===== config.mk =====
export PLATFORM = sky130hd
export DESIGN_NAME = lcd_bus_arbiter_flat
export DESIGN_NICKNAME = d
export VERILOG_FILES = /design/src/rtl/lcd_bus_arbiter_if.sv /design/src/rtl/lcd_bus_arbiter.sv /design/src/flat_wrapper.sv
export SDC_FILE = /design/constraint.sdc
export NUM_CORES = 1
export LEC_CHECK = 0
export CORE_MARGIN = 3
export CORE_UTILIZATION = 52
export CTS_CLUSTER_DIAMETER = 50
export DETAILED_ROUTE_END_ITERATION = 8
export PLACE_DENSITY_LB_ADDON = 0.3
export SYNTH_ARGS = -nofsm -noshare
export SYNTH_HDL_FRONTEND = slang
export SYNTH_SLANG_ARGS = --single-unit

===== constraint.sdc =====
create_clock -name clk -period 7.45 [get_ports clk]
set_clock_uncertainty 0.2 [all_clocks]
set_input_delay 1.1175 -clock clk [delete_from_list [all_inputs] [get_ports clk]]
set_output_delay 1.1175 -clock clk [all_outputs]
set_load 0.1 [all_outputs]

===== src/rtl/lcd_bus_arbiter_if.sv =====
// Requester-side handshake and LCD pin bundle for lcd_bus_arbiter.
// master = display engines plus LCD pins as seen from outside, slave = the arbiter.
interface lcd_bus_arbiter_if;
  logic       req0;
  logic       req1;
  logic       rs0;
  logic       rs1;
  logic [7:0] data0;
  logic [7:0] data1;
  logic       ack0;
  logic       ack1;
  logic       busy;
  logic       rs;
  logic       rw;
  logic       en;
  logic [7:0] data;

  modport master (
    output req0, req1, rs0, rs1, data0, data1,
    input  ack0, ack1, busy, rs, rw, en, data
  );

  modport slave (
    input  req0, req1, rs0, rs1, data0, data1,
    output ack0, ack1, busy, rs, rw, en, data
  );
endinterface


===== src/rtl/lcd_bus_arbiter.sv =====
// Two-port arbiter and setup/enable/hold write sequencer for an 8-bit parallel LCD bus.
// Define LCD_ARB_FIXED_PRIO_EN for fixed priority (port 0 wins); default is round-robin.
module lcd_bus_arbiter #(
  parameter int PHASE_CYC = 2500,
  parameter int LONG_CYC  = 80000
) (
  input  logic              clk,
  input  logic              rst_n,
  lcd_bus_arbiter_if.slave  bus
);

  localparam int CNT_W = $clog2(LONG_CYC + 1);
  localparam logic [CNT_W-1:0] PHASE_LAST = CNT_W'(PHASE_CYC - 1);
  localparam logic [CNT_W-1:0] LONG_LAST  = CNT_W'(LONG_CYC - 1);
  localparam logic [CNT_W-1:0] CNT_ONE    = CNT_W'(1);

  typedef enum logic [1:0] {
    IDLE  = 2'd0,
    SETUP = 2'd1,
    PULSE = 2'd2,
    HOLD  = 2'd3
  } state_t;

  state_t           state_reg;
  logic [CNT_W-1:0] cnt_reg;
  logic             gnt_reg;
  logic             rs_reg;
  logic [7:0]       data_reg;
  logic             en_reg;
  logic             busy_reg;
  logic             ack0_reg;
  logic             ack1_reg;

  logic             win;
  logic             slow_cmd;
  logic [CNT_W-1:0] hold_last;

`ifdef LCD_ARB_FIXED_PRIO_EN
  assign win = bus.req0 ? 1'b0 : 1'b1;
`else
  // last_reg holds the most recently granted port; reset value 1 favours port 0
  logic last_reg;

  assign win = (bus.req0 && bus.req1) ? ~last_reg : bus.req1;

  always_ff @(posedge clk or negedge rst_n) begin
    if (!rst_n) begin
      last_reg <= 1'b1;
    end else if (state_reg == IDLE && (bus.req0 || bus.req1)) begin
      last_reg <= win;
    end
  end
`endif

  // Clear-display and return-home need the long hold before the next access
  assign slow_cmd  = !rs_reg && (data_reg == 8'h01 || data_reg == 8'h02);
  assign hold_last = slow_cmd ? LONG_LAST : PHASE_LAST;

  always_ff @(posedge clk or negedge rst_n) begin
    if (!rst_n) begin
      state_reg <= IDLE;
      cnt_reg   <= '0;
      gnt_reg   <= 1'b0;
      rs_reg    <= 1'b0;
      data_reg  <= 8'h00;
      en_reg    <= 1'b0;
      busy_reg  <= 1'b0;
      ack0_reg  <= 1'b0;
      ack1_reg  <= 1'b0;
    end else begin
      ack0_reg <= 1'b0;
      ack1_reg <= 1'b0;
      case (state_reg)
        IDLE: begin
          if (bus.req0 || bus.req1) begin
            state_reg <= SETUP;
            cnt_reg   <= '0;
            gnt_reg   <= win;
            rs_reg    <= win ? bus.rs1 : bus.rs0;
            data_reg  <= win ? bus.data1 : bus.data0;
            busy_reg  <= 1'b1;
          end
        end
        SETUP: begin
          if (cnt_reg == PHASE_LAST) begin
            state_reg <= PULSE;
            cnt_reg   <= '0;
            en_reg    <= 1'b1;
          end else begin
            cnt_reg <= cnt_reg + CNT_ONE;
          end
        end
        PULSE: begin
          if (cnt_reg == PHASE_LAST) begin
            state_reg <= HOLD;
            cnt_reg   <= '0;
            en_reg    <= 1'b0;
            // a one-cycle hold makes the very first HOLD cycle the ack cycle
            if (hold_last == '0) begin
              ack0_reg <= !gnt_reg;
              ack1_reg <= gnt_reg;
            end
          end else begin
            cnt_reg <= cnt_reg + CNT_ONE;
          end
        end
        HOLD: begin
          if (cnt_reg == hold_last) begin
            state_reg <= IDLE;
            cnt_reg   <= '0;
            busy_reg  <= 1'b0;
            rs_reg    <= 1'b0;
            data_reg  <= 8'h00;
          end else begin
            cnt_reg <= cnt_reg + CNT_ONE;
            if (cnt_reg == hold_last - CNT_ONE) begin
              ack0_reg <= !gnt_reg;
              ack1_reg <= gnt_reg;
            end
          end
        end
        default: begin
          state_reg <= IDLE;
          cnt_reg   <= '0;
        end
      endcase
    end
  end

  assign bus.ack0 = ack0_reg;
  assign bus.ack1 = ack1_reg;
  assign bus.busy = busy_reg;
  assign bus.rs   = rs_reg;
  assign bus.rw   = 1'b0;
  assign bus.en   = en_reg;
  assign bus.data = data_reg;

endmodule


===== src/flat_wrapper.sv =====
// flat-port wrapper written by rule: the top's interface ports become plain ports
module lcd_bus_arbiter_flat 
#(
  parameter int PHASE_CYC = 2500,
  parameter int LONG_CYC  = 80000
)
  (clk, rst_n, bus_req0, bus_req1, bus_rs0, bus_rs1, bus_data0, bus_data1, bus_ack0, bus_ack1, bus_busy, bus_rs, bus_rw, bus_en, bus_data);
  lcd_bus_arbiter_if bus_i ();
  input  logic clk;
  input  logic rst_n;
  input wire logic [$bits(bus_i.req0)-1:0] bus_req0;
  input wire logic [$bits(bus_i.req1)-1:0] bus_req1;
  input wire logic [$bits(bus_i.rs0)-1:0] bus_rs0;
  input wire logic [$bits(bus_i.rs1)-1:0] bus_rs1;
  input wire logic [$bits(bus_i.data0)-1:0] bus_data0;
  input wire logic [$bits(bus_i.data1)-1:0] bus_data1;
  output wire logic [$bits(bus_i.ack0)-1:0] bus_ack0;
  output wire logic [$bits(bus_i.ack1)-1:0] bus_ack1;
  output wire logic [$bits(bus_i.busy)-1:0] bus_busy;
  output wire logic [$bits(bus_i.rs)-1:0] bus_rs;
  output wire logic [$bits(bus_i.rw)-1:0] bus_rw;
  output wire logic [$bits(bus_i.en)-1:0] bus_en;
  output wire logic [$bits(bus_i.data)-1:0] bus_data;
  assign bus_i.req0 = bus_req0;
  assign bus_i.req1 = bus_req1;
  assign bus_i.rs0 = bus_rs0;
  assign bus_i.rs1 = bus_rs1;
  assign bus_i.data0 = bus_data0;
  assign bus_i.data1 = bus_data1;
  assign bus_ack0 = bus_i.ack0;
  assign bus_ack1 = bus_i.ack1;
  assign bus_busy = bus_i.busy;
  assign bus_rs = bus_i.rs;
  assign bus_rw = bus_i.rw;
  assign bus_en = bus_i.en;
  assign bus_data = bus_i.data;
  lcd_bus_arbiter #(.PHASE_CYC(PHASE_CYC), .LONG_CYC(LONG_CYC)) u_core (.clk(clk), .rst_n(rst_n), .bus(bus_i));
endmodule

Word-level counts from Yosys, hierarchy flattened
Index checks and enable logic that the tools add are counted.
- flip-flop bits (word level): 34
- input port bits: 22
- logic and storage cells: 75
- add/sub/neg operators: 2
- equal/unequal tests: 12
- mux-type cells: 34
- bitwise gates (word level): 1
- reductions and logical operators: 16
- operators with widths (kind ; number):
    2-to-1 mux 17 bit ; 4
    one-hot mux 17 bit (3 select lines) ; 1
    == test 17 bit ; 2
    2-to-1 mux 8 bit ; 3
    adder 17 x 1 -> 17 bit, second input constant ; 1
    == test 17 x 12 -> 1 bit, second input constant ; 1
    logical NOT 17 bit ; 1
    subtractor 17 x 1 -> 17 bit, second input constant ; 1
    one-hot mux 8 bit (2 select lines) ; 1
    2-to-1 mux 1 bit ; 15
    one-hot mux 1 bit (2 select lines) ; 5
    == test 8 x 1 -> 1 bit, second input constant ; 1
    == test 8 x 2 -> 1 bit, second input constant ; 1
    2-to-1 mux 2 bit ; 4
    one-hot mux 2 bit (4 select lines) ; 1
    != test 2 x 1 -> 1 bit, second input constant ; 3
    AND reduction 3 bit ; 2
    == test 2 bit, second input constant ; 2
    AND reduction 4 bit ; 1
    nonzero test 2 bit ; 2
    logical AND 1 bit ; 3
    == test 2 x 1 -> 1 bit, second input constant ; 1
    logical NOT 1 bit ; 2
    logical NOT 2 bit ; 1
    5 further kinds ; 6

Depth between registers and ports, before layout
- depth in word-level cells: 9
- gate-level depth with buffers: 10
- gate-level depth less buffers: 8

Least setup slack after synthesis
No wires, ideal clock.
- path kind: reg2reg
- start point: reg u_core.data_reg[3] (netlist: u_core.bus.data[3])
- end point: reg u_core.cnt_reg[7]
- arrival: 2625 ps
- required time: 7176 ps
- path slack: 4551 ps
- cell stages (with the launch flop): 8
- path through: dfrtp_1 > or4_4 > nor4b_4 > mux2i_1 > o21a_2 > buf_6 > or3_1 > o21ai_2
- cells in the longest elaborated chain, start to end: 7
- elaborated cells between the ends (all ways): 8
- those cells by class: 3 x eq/ne; 3 x mux; 2 x reduce/logical
- RTL lines (item ; RTL line ; RTL):
    from (decl) ; lcd_bus_arbiter.sv:28 ; logic [7:0] data_reg;
    from (signal assigned) ; lcd_bus_arbiter.sv:80 ; data_reg <= win ? bus.data1 : bus.data0;
    == test 8 x 1 -> 1 bit / == test 8 x 2 -> 1 bit (equally long branches) ; lcd_bus_arbiter.sv:56 ; assign slow_cmd = !rs_reg && (data_reg == 8'h01 || data_reg == 8'h02);
    logical OR 1 bit (*) ; lcd_bus_arbiter.sv:56 ;
    logical AND 1 bit (*) ; lcd_bus_arbiter.sv:56 ;
    2-to-1 mux 17 bit (*) ; lcd_bus_arbiter.sv:57 ; assign hold_last = slow_cmd ? LONG_LAST : PHASE_LAST;
    == test 17 bit (*) ; lcd_bus_arbiter.sv:108 ; if (cnt_reg == hold_last) begin
    2-to-1 mux 17 bit (*) ; lcd_bus_arbiter.sv:108 ;
    one-hot mux 17 bit (3 select lines) (*) ; lcd_bus_arbiter.sv:73 ; case (state_reg)
    to (signal assigned) ; lcd_bus_arbiter.sv:90 ; cnt_reg <= cnt_reg + CNT_ONE;
    to (signal assigned) ; lcd_bus_arbiter.sv:104 ; cnt_reg <= cnt_reg + CNT_ONE;
    to (signal assigned) ; lcd_bus_arbiter.sv:115 ; cnt_reg <= cnt_reg + CNT_ONE;
    to (decl) ; lcd_bus_arbiter.sv:25 ; logic [CNT_W-1:0] cnt_reg;
Mark *: on every way between the ends. The rest lies on a longest branch, timed or not.
A chain may end at the register's enable or synchronous reset.

Worst setup path in the final report
- start point: reg u_core.data_reg[2] (netlist: u_core.bus.data[2])
- end point: out bus_data[2]
- RTL lines (item ; RTL line ; RTL):
    to (decl) ; flat_wrapper.sv:23 ; output wire logic [$bits(bus_i.data)-1:0] bus_data;
No word-level cell between the ends.

==> results.md <==
* Setup Fix Bufs, Post-CTS at 0
* M2 GR Usage at 0.326
* Startpoint Class: register
* Gr usage total at 0.213
* Clock sink total at 34
* Tcrit/Tclk final at 0.429
* Inst Count DP at 273
* Largest net degree at the start of global routing at 35
* Worst Path Buf+Inv at 1
* Vias at approximately 1600
* Initial drt markers at 89
* Min Hold Slack at 0.315 ns
* Post-DP Area at 0.00230 mm²
* CTS clk-pin slew, worst paths at 0.07 ns
* HP Class: register to register
* First-pass GRT wire length at 7250 µm
* Crit path max fanout at 3
* Commonest non-fill, non-tap cell in the layout: clkdlybuf4s50_1
* Most frequent cells in the layout: clkdlybuf4s50_1 (34), dfrtp_1 (33), o21ai_0 (19)
* Post-synth EDFFs at 0
* Area Growth Syn to Fin at 22.9%
* Count of final max-slew check failures at 0
* FP Rows at 21
* Setup TNS at 0 ns
* Pwr/cell area at 165 mW/mm²
* Drt wl/cell at 15.6 µm
* Grt peak-use layer: met2
* Final nets at 263
* Routed Antenna Nets at 0
* Syn Std Cell Area at a little under 0.002 mm²
* RD Place Congestion at 0.809
* Fin crit period at 3.20 ns
* Final Setup Violations at 0
* Fin area at 0.00239 mm²
* Seq/Total Area, Yosys at 0.439
* Layout cells sized above 1 at 0.106
* CP Cell Sequence: clkdlybuf4s50_1
* H-tree depth at 2
* Post-synthesis cell type count at 45
* FFs w/ async S/R, synth at 1.00
* Post-CTS Hold Buffers at 0
* RSZ-0062 raised after global routing: false
* Main area contributors after synthesis: dfrtp_1 (42%), mux2i_1 (6.2%), o21ai_0 (4.9%)
* Die area at approximately 0.0045 mm²
* Clk root buf: clkbuf_8
* Slew HR at 0.182
* I/O pin cnt at 36
* Critical Path Sink Type: output port
* Deepest clock path buffer count at 2
* Die Y at 67.1 µm
* Leak at 1.03 nW
* Die X at 67.1 µm
* Cell count after synthesis at about 200
* Latest clock arrival within the worst-skew pair at roughly 0.28 ns
* Crit path kind: register to output port
* Delay-heaviest family, CP: buffers and inverters
* Primary FF master, synth: dfrtp_1
* CTS tree: built
* Worst Path Arrival at roughly 1.9 ns
* First-pass DRT Iterations at 4
* Number of global-route vias before repair at between 1500 and 2000
* CTS buffer count at 5
* Routed wire length at 4390 µm
* Area of the core at 0.00347 mm²
* Yosys warning count at 0
* GR Util met3 at 0.0316
* GRT overflow at 0
* Yosys top cell area share at 0.425
* Worst Path Required at slightly above 6 ns
* Synth Net Count at 230
* Starting Density at 0.560
* Vias per Instance at 5.74
* Crit-path max cell delay at between 1 and 1.5 ns
* Post-cts resize count at 0
* Met1 Use GR at 0.306
* Finished Layout Cells at 281
* FMAX at approximately 0.31 GHz
* Most area-hungry cell type in the Yosys netlist: dfrtp_1
* Hold Vio Cnt, Final at 0
* Initial antenna violation count at 0
* # diodes at 0
* Mean Syn Cell Area at 9.67 µm²
* Max-cap violations at 0
* Slowest CP cell: clkdlybuf4s50_1
* # DRC at 0
* Maximum vdd drop at 119 µV
* Status: completed
* Largest register FFs at 17
* Slew @ Worst Pin at 1.22 ns
* Post-DP HPWL at about 3200 µm
* I/O Buffers at 34
* #FFs+latches synth at 34
==> Yosys cell counts (all sizes together) (6+ instances only) <==
cell type and n:
dfrtp 33, ha 7, o21ai 27, a21oi 9, and3 6, nand3 7, nand2 17, inv 6
mux2i 12, o2bb2ai 9, nor2 12, or3 9, nand4 6
==> power breakdown <==
group          switching (mW)  internal [mW]
logic                  0.0417         0.0223
registers             0.00360          0.188
clock network          0.0636         0.0745
total                   0.109          0.285
==> worst reg2reg max path, stage by stage (launching register included) <==
cell and delay (ns):
dfrtp_1 0.40, or4_4 0.56, nor4b_4 0.32, mux2i_1 0.38
o21a_2 0.36, and2_2 0.37, o21ai_0 0.16
==> layout make-up <==
cell class,instances,area (µm²)
clock inverter,1,5.00
inverter,6,22.5
clock buffer,7,86.3
multi-input combinational,152,1020
sequential,34,852
fill,285,1080
tap,46,57.6
timing repair buffer,35,348
==> path summary, 6_finish.rpt <==
path | startpoint | end | slack, ns | depth (start not counted)
min in group asynchronous | rst_n | u_core.cnt_reg[6]$_DFFE_PN0P_ | 1.05 | 2
max in group asynchronous | rst_n | u_core.last_reg$_DFFE_PN1P_ | 5.66 | 2
min | u_core.bus.data[5]$_DFFE_PN0P_ | u_core.bus.data[5]$_DFFE_PN0P_ | 0.31 | 1
max reg2reg | u_core.bus.data[3]$_DFFE_PN0P_ | u_core.cnt_reg[12]$_DFFE_PN0P_ | 4.58 | 6
min reg2reg | u_core.bus.data[5]$_DFFE_PN0P_ | u_core.bus.data[5]$_DFFE_PN0P_ | 0.31 | 1
max | u_core.bus.data[2]$_DFFE_PN0P_ | bus_data[2] | 4.25 | 1
==> routing by layer <==
metal | vias up | routed length, µm
met3 | 5 | 209
met4 | 0 | 53
met1 | 771 | 2020
li1 | 795 | -
met2 | 41 | 2110
met5 | - | 0
==> kinds of logic (layout without fill, tap and decap cells) <==
logic type / Yosys count / in the layout / synth area share
simple gates: 72 / 72 / 0.206
compound gates: 55 / 55 / 0.184
flops: 34 / 34 / 0.439
buf+inv: 15 / 49 / 0.0386
mux: 13 / 13 / 0.0676
fa+ha+maj: 7 / 7 / 0.0451
xor+xnor: 4 / 4 / 0.0180
other cells: 1 / 1 / 0.00193
==> per-stage QoR <==
stage	total power [mW]	util	setup WS [ns]
after floorplan	0.235	-	4.55
after global placement	0.259	0.662	4.19
after detailed placement	0.260	0.662	4.13
after CTS	0.397	0.688	4.24
after global routing	0.408	0.688	4.21
final	0.394	0.688	4.25
(Power assumes the default switching activity.)
